**src/rtl/bus_arbiter.sv**
```systemverilog
// -----------------------------------------------------------------------------
// bus_arbiter
// Two-master arbiter in front of a single bus master port.
//   m0 = core load/store unit, m1 = UART debug loader.
// Registered grants (IDLE / OWN0 / OWN1). Ties resolve to the master that did
// not win last. Outputs are muxed combinationally from the owner. Read data
// comes back one cycle after the address and goes to whoever owned the bus
// in that address cycle.
//
// Optional feature macro: BUS_TIMEOUT_EN
//   defined   : an owner holding the bus while the other master waits is
//               forced off after TIMEOUT_CYCLES waiting cycles.
//   undefined : no hold counter; an owner keeps the bus as long as it requests.
// -----------------------------------------------------------------------------
module bus_arbiter #(
    parameter int TIMEOUT_CYCLES = 16
) (
    input  logic        sys_clk,
    input  logic        sys_reset,

    input  logic        m0_req_i,
    input  logic        m0_wr_en_i,
    input  logic [31:0] m0_wr_addr_i,
    input  logic [31:0] m0_wr_data_i,
    input  logic [31:0] m0_rd_addr_i,
    output logic [31:0] m0_rd_data_o,

    input  logic        m1_req_i,
    input  logic        m1_wr_en_i,
    input  logic [31:0] m1_wr_addr_i,
    input  logic [31:0] m1_wr_data_i,
    input  logic [31:0] m1_rd_addr_i,
    output logic [31:0] m1_rd_data_o,

    output logic        m0_gnt_o,
    output logic        m1_gnt_o,
    output logic        m0_stall_o,

    output logic        b_wr_en_o,
    output logic [31:0] b_wr_addr_o,
    output logic [31:0] b_wr_data_o,
    output logic [31:0] b_rd_addr_o,
    input  logic [31:0] b_rd_data_i
);

    // State encoding
    localparam logic [1:0] ST_IDLE = 2'd0;
    localparam logic [1:0] ST_OWN0 = 2'd1;
    localparam logic [1:0] ST_OWN1 = 2'd2;

    // last_gnt encoding: which master entered ownership most recently
    localparam logic LAST_M0 = 1'b0;
    localparam logic LAST_M1 = 1'b1;

    logic [1:0]  r_state;
    logic [1:0]  w_state_next;
    logic        r_last_gnt;
    // One-hot read owner: bit0 = m0, bit1 = m1, 2'b00 = nobody
    logic [1:0]  r_rd_owner;
    logic        w_timeout;

    // Per-master views so the data path can be built uniformly
    logic [1:0]  w_gnt;
    logic [1:0]  w_wr_en;
    logic [31:0] w_wr_addr [2];
    logic [31:0] w_wr_data [2];
    logic [31:0] w_rd_addr [2];
    logic [31:0] w_rd_data [2];
    logic [1:0]  w_wr_en_sel;
    logic [31:0] w_wr_addr_sel [2];
    logic [31:0] w_wr_data_sel [2];
    logic [31:0] w_rd_addr_sel [2];

    assign w_wr_en[0]   = m0_wr_en_i;
    assign w_wr_en[1]   = m1_wr_en_i;
    assign w_wr_addr[0] = m0_wr_addr_i;
    assign w_wr_addr[1] = m1_wr_addr_i;
    assign w_wr_data[0] = m0_wr_data_i;
    assign w_wr_data[1] = m1_wr_data_i;
    assign w_rd_addr[0] = m0_rd_addr_i;
    assign w_rd_addr[1] = m1_rd_addr_i;

    // Grants decode straight from the state register, so they are one-hot or zero
    assign w_gnt[0] = (r_state == ST_OWN0);
    assign w_gnt[1] = (r_state == ST_OWN1);

    assign m0_gnt_o   = w_gnt[0];
    assign m1_gnt_o   = w_gnt[1];
    assign m0_stall_o = m0_req_i & ~w_gnt[0];

`ifdef BUS_TIMEOUT_EN
    // Hold counter: number of consecutive cycles the current owner has kept the
    // bus while the other master was requesting.
    localparam int CNT_W = (TIMEOUT_CYCLES < 2) ? 1 : $clog2(TIMEOUT_CYCLES + 1);

    logic [CNT_W-1:0] r_hold_cnt;
    logic             w_other_req;

    assign w_other_req = ((r_state == ST_OWN0) && m1_req_i) ||
                         ((r_state == ST_OWN1) && m0_req_i);

    // The current waiting cycle is number r_hold_cnt+1; once that reaches the
    // limit the owner is pushed off at the next edge.
    assign w_timeout = w_other_req && ((int'(r_hold_cnt) + 1) >= TIMEOUT_CYCLES);

    // Count waiting cycles; restart whenever ownership moves or nobody waits
    always_ff @(posedge sys_clk or posedge sys_reset) begin
        if (sys_reset) begin
            r_hold_cnt <= '0;
        end else if ((w_state_next != r_state) || !w_other_req) begin
            r_hold_cnt <= '0;
        end else if (r_hold_cnt != {CNT_W{1'b1}}) begin
            r_hold_cnt <= r_hold_cnt + CNT_W'(1);
        end
    end
`else
    // No forced hand-over: an owner keeps the bus while it requests
    assign w_timeout = 1'b0;
`endif

    // Next-state decision for the ownership FSM
    always_comb begin
        w_state_next = r_state;
        case (r_state)
            ST_IDLE: begin
                if (m0_req_i && m1_req_i) begin
                    // Tie: favour whoever did not win last time
                    w_state_next = (r_last_gnt == LAST_M1) ? ST_OWN0 : ST_OWN1;
                end else if (m0_req_i) begin
                    w_state_next = ST_OWN0;
                end else if (m1_req_i) begin
                    w_state_next = ST_OWN1;
                end else begin
                    w_state_next = ST_IDLE;
                end
            end
            ST_OWN0: begin
                if (!m0_req_i) begin
                    // Hand straight over without an idle bubble if m1 is waiting
                    w_state_next = m1_req_i ? ST_OWN1 : ST_IDLE;
                end else if (w_timeout) begin
                    w_state_next = ST_OWN1;
                end
            end
            ST_OWN1: begin
                if (!m1_req_i) begin
                    w_state_next = m0_req_i ? ST_OWN0 : ST_IDLE;
                end else if (w_timeout) begin
                    w_state_next = ST_OWN0;
                end
            end
            default: begin
                w_state_next = ST_IDLE;
            end
        endcase
    end

    // Ownership state register
    always_ff @(posedge sys_clk or posedge sys_reset) begin
        if (sys_reset) begin
            r_state <= ST_IDLE;
        end else begin
            r_state <= w_state_next;
        end
    end

    // Remember the most recent master to enter ownership (m1 after reset so m0
    // wins the first tie)
    always_ff @(posedge sys_clk or posedge sys_reset) begin
        if (sys_reset) begin
            r_last_gnt <= LAST_M1;
        end else if ((w_state_next == ST_OWN0) && (r_state != ST_OWN0)) begin
            r_last_gnt <= LAST_M0;
        end else if ((w_state_next == ST_OWN1) && (r_state != ST_OWN1)) begin
            r_last_gnt <= LAST_M1;
        end
    end

    // Track who issued the read address this cycle; its data returns next cycle
    always_ff @(posedge sys_clk or posedge sys_reset) begin
        if (sys_reset) begin
            r_rd_owner <= 2'b00;
        end else begin
            r_rd_owner <= w_gnt;
        end
    end

    // Per-master gating of the bus request fields and return-data steering.
    // Since at most one grant is high, OR-ing the gated fields is a clean mux
    // and yields all zeros when the bus is idle.
    generate
        for (genvar gi = 0; gi < 2; gi++) begin : g_master
            assign w_wr_en_sel[gi]   = w_wr_en[gi] & w_gnt[gi];
            assign w_wr_addr_sel[gi] = w_wr_addr[gi] & {32{w_gnt[gi]}};
            assign w_wr_data_sel[gi] = w_wr_data[gi] & {32{w_gnt[gi]}};
            assign w_rd_addr_sel[gi] = w_rd_addr[gi] & {32{w_gnt[gi]}};
            assign w_rd_data[gi]     = b_rd_data_i & {32{r_rd_owner[gi]}};
        end
    endgenerate

    assign b_wr_en_o   = |w_wr_en_sel;
    assign b_wr_addr_o = w_wr_addr_sel[0] | w_wr_addr_sel[1];
    assign b_wr_data_o = w_wr_data_sel[0] | w_wr_data_sel[1];
    assign b_rd_addr_o = w_rd_addr_sel[0] | w_rd_addr_sel[1];

    assign m0_rd_data_o = w_rd_data[0];
    assign m1_rd_data_o = w_rd_data[1];

endmodule
```
**config.mk**
```make
export PLATFORM = sky130hd
export DESIGN_NAME = bus_arbiter
export DESIGN_NICKNAME = d
export VERILOG_FILES = /design/src/rtl/bus_arbiter.sv
export SDC_FILE = /design/constraint.sdc
export NUM_CORES = 1
export LEC_CHECK = 0
export ABC_CLOCK_PERIOD_IN_PS = 1650
export BUFFER_PORTS_ARGS = -buffer_cell sky130_fd_sc_hd__buf_2
export CAP_MARGIN = 20
export CELL_PAD_IN_SITES_DETAIL_PLACEMENT = 1
export CELL_PAD_IN_SITES_GLOBAL_PLACEMENT = 2
export CORE_AREA = 5 5 149 151
export CTS_BUF_LIST = sky130_fd_sc_hd__clkbuf_8
export CTS_CLUSTER_DIAMETER = 100
export CTS_CLUSTER_SIZE = 14
export DETAILED_ROUTE_END_ITERATION = 8
export DIE_AREA = 0 0 154 156
export PLACE_DENSITY_LB_ADDON = 0.1
export REMOVE_ABC_BUFFERS = 1
export SYNTH_ARGS = -nofsm -noshare
export SYNTH_HDL_FRONTEND = slang
export SYNTH_SLANG_ARGS = --single-unit
```
**constraint.sdc**
```tcl
create_clock -name sys_clk -period 1.65 [get_ports sys_clk]
set_input_delay 0.0825 -clock sys_clk [delete_from_list [all_inputs] [get_ports sys_clk]]
set_output_delay 0.0825 -clock sys_clk [all_outputs]
set_load 0.02 [all_outputs]
```
==> impl_metrics.py <==
metrics = {
    "finish": {
        "synthToLayoutAreaGrowth_pct": 192.7,
        "utilization_pct": 22.62,
        "instances_no_fill": 889,
        "layout_commonest_cell": "buf_2",
        "drive_gt1_share_pct": 70.92,
        "fill_cells": 2583,
        "nets": 843,
        "final_cell_mix": "323 x buf_2, 97 x a22o_1, 65 x and2_1",
    },
    "critical_path": {
        "end_kind": "output port",
        "cp-start-kind": "register",
        "path_buf_inv": 4,
        "critPathMaxStageDelay_ns": 0.42,
        "worstSetupPathType": "register to output port",
        "r2r.worst_path.cells": 3,
        "crit_path_end": "b_wr_addr_o[15]",
        "path_depth": 6,
        "worst-endpoint-required_ns": 1.57,
        "r2r-end": "r_rd_owner[0]$_DFF_PP0_",
        "path_cells": "inv_2, nor2_4, buf_6, clkbuf_16, a22o_1, buf_6",
        "arrival_ns": 1.62,
        "reg2reg_setup_slack_ns": 0.55,
        "critPathTopFamily": "buffers and inverters",
        "crit_path_start": "r_state[0]$_DFF_PP0_",
        "worstReg2RegStart": "r_state[0]$_DFF_PP0_",
        "crit_top_cell": "buf_6",
        "crit_fanout": 6,
        "cp_slowest_cell": "dfrtp_2",
    },
    "synthesis": {
        "mappedNetlistArea_mm2": 0.001599,
        "synthXorXnorAreaFrac_pct": 0,
        "muxShareOfSynthArea_pct": 0,
        "synth_cell_types": 19,
        "synthSimpleGateAreaFrac_pct": 29.03,
        "yosysSeqAreaShare_pct": 7.903,
        "synth_compound_gate_area_share_pct": 54.54,
        "synthAdderAreaFrac_pct": 0,
        "synth_seq_cells": 5,
        "ys_warn_count": 0,
        "synth_cells": 209,
        "synth_top_family_by_area": "compound AO/OA/AOI/OAI gates",
        "syn_area_per_cell_um2": 7.651,
    },
    "timing": {
        "fin_crit_sh_pct": 102.9,
        "min_period_ns": 1.698,
        "whs_ns": 0.06354,
        "timing.final.ws_setup_ns": -0.04788,
        "drv_slew": 0,
        "relSlewSlack_pct": 80.93,
        "worst_pin_slew_ns": 0.2854,
        "hold_viol_final": 0,
        "rsz0062_at_grt": "true",
        "finClkSkew_ns": 0.0007350,
        "setup_viol": 56,
        "max_freq_mhz": 589.0,
    },
    "clock_tree": {
        "cts_tree": "done",
        "cts-root-buf": "clkbuf_8",
        "clock_path_buffers": 2,
        "insertion_delay_ns": 0.22,
        "cts-buffers-inserted": 3,
        "numClockSinks": 5,
        "cts_max_level": 1,
        "path_clk_slew_ns": 0.04,
    },
    "outcome": {
        "violations": "negative setup slack",
        "status": "finished, violations left",
    },
    "power_and_ir_drop": {
        "power.total_w": 0.003388,
        "peakVddDrop_mv": 0.2132,
        "leakage_nw": 2.698,
        "powerDensity_mw_per_mm2": 723.8,
    },
    "placement": {
        "hpwl_um": 15640,
        "globalplace.congestion": 0.8364,
        "placed_cells": 863,
        "io_buffers": 393,
    },
    "drt": {
        "wl_um": 18970,
        "drt_pass1_iterations": 4,
        "antenna_left": 0,
        "via_count": 3494,
        "drc": 0,
        "post_drt_wl_per_cell_um": 21.34,
        "drt_iter0_drc": 80,
        "vias_per_cell": 3.930,
    },
    "worst_hold_path": {
        "worstHoldStart": "m0_req_i",
        "min_path_type": "primary input to register",
    },
    "die": {
        "dieHeight_um": 156,
        "coreArea_mm2": 0.02069,
        "die_w_um": 154,
        "dieArea_mm2": 0.02402,
        "initial_utilization_pct": 7.729,
        "rows": 53,
        "ios": 394,
    },
    "global_routing": {
        "grtUsageTotal_pct": 13.58,
        "antenna_found_initial": 5,
        "overflow": 0,
        "grt_max_degree": 33,
        "first_global_vias": 3749,
        "grt_pass1_wl_um": 24630,
    },
    "run": {
        "maxCapViolCount": 0,
    },
}
per-stage QoR:
stage	setup slack (ns)	setup TNS, ns	cell area [um2]
2_1_floorplan	-0.5510	-54.66	1474
3_3_place_gp	0.1616	0	3938
3_5_place_dp	0.1236	0	3938
4_1_cts	-0.04117	-0.8563	4230
5_1_grt	-0.1210	-7.348	4678
6_report	-0.04788	-1.054	4681
worst reg2reg max path, stage by stage, from the launching register on:
cell and delay (ns):
dfrtp_2 0.42, inv_2 0.08, nor2_4 0.27, buf_6 0.25
area by class of cell:
| type | count | area (um2) | area share [%] |
|---|---|---|---|
| clock inverter | 1 | 3.754 | 0.08019 |
| multi-input combinational | 175 | 1336 | 28.55 |
| inverter | 3 | 11.26 | 0.2406 |
| antenna | 2 | 5.005 | 0.1069 |
| tap | 275 | 344.1 | 7.351 |
| sequential | 5 | 128.9 | 2.753 |
| clock buffer | 3 | 41.29 | 0.8821 |
| timing repair buffer | 425 | 2810 | 60.04 |
flip-flops by register name, summed over array words and instances, names as in the netlist:
signal	cells
r_rd_owner	2
r_state	2
r_last_gnt	1
worst min-delay path by stage:
stage	to	cells past startpoint
final	r_last_gnt$_DFFE_PP1P_	2
after floorplan	r_rd_owner[0]$_DFF_PP0_	1
after detailed placement	r_rd_owner[1]$_DFF_PP0_	2
after global placement	r_rd_owner[1]$_DFF_PP0_	2
after global routing	r_last_gnt$_DFFE_PP1P_	2
after CTS	r_last_gnt$_DFFE_PP1P_	2
synth_stat cells:
master,number,area [um2]
a21oi_1,2,10.01
dfrtp_1,4,100.1
clkbuf_1,7,26.28
inv_1,1,3.750
nor2_1,2,7.510
buf_2,10,50.05
nand2_1,1,3.750
inv_2,2,7.510
nand2b_1,1,6.260
buf_1,5,18.77
nor2_4,2,22.52
a22o_1,97,849.6
a31oi_1,1,6.260
and2_1,65,406.6
nor2b_1,2,12.51
dfstp_2,1,26.28
o22ai_1,1,6.260
nand3_1,1,5.000
buf_4,4,30.03
cell families (layout without fill, tap and decap cells):
logic type	Yosys count	in the layout
other	0	2
DFF	5	5
AOI/OAI and AO/OA	101	101
buffers and inverters	29	432
and+or+nand+nor	74	74
what timing repair did:
action / in CTS / in global routing
endpoints found under the setup margin: 77 / 93
resized for setup: 24 / 122
pin swaps: 1 / 42
hold endpoints to repair: 4 / 0
gates cloned: 3 / 5
hold buffers: 1 / 0
setup buffers: 7 / 6
where the power goes:
group	switching, W	total, W	internal, W
Combinational	0.00158	0.00299	0.00141
Clock	0.0000627	0.000222	0.000160
Sequential	0.0000229	0.000172	0.000149
routing by layer:
layer | GRT usage, % | up-vias | wire (um)
met4 | 1.135 | 6 | 110
met5 | 0 | - | 39
met1 | 12.95 | 1623 | 6069
li1 | - | 1612 | -
met3 | 6.491 | 16 | 2396
met2 | 27.25 | 237 | 10360
Note: power is estimated with default switching activity, not from simulation.
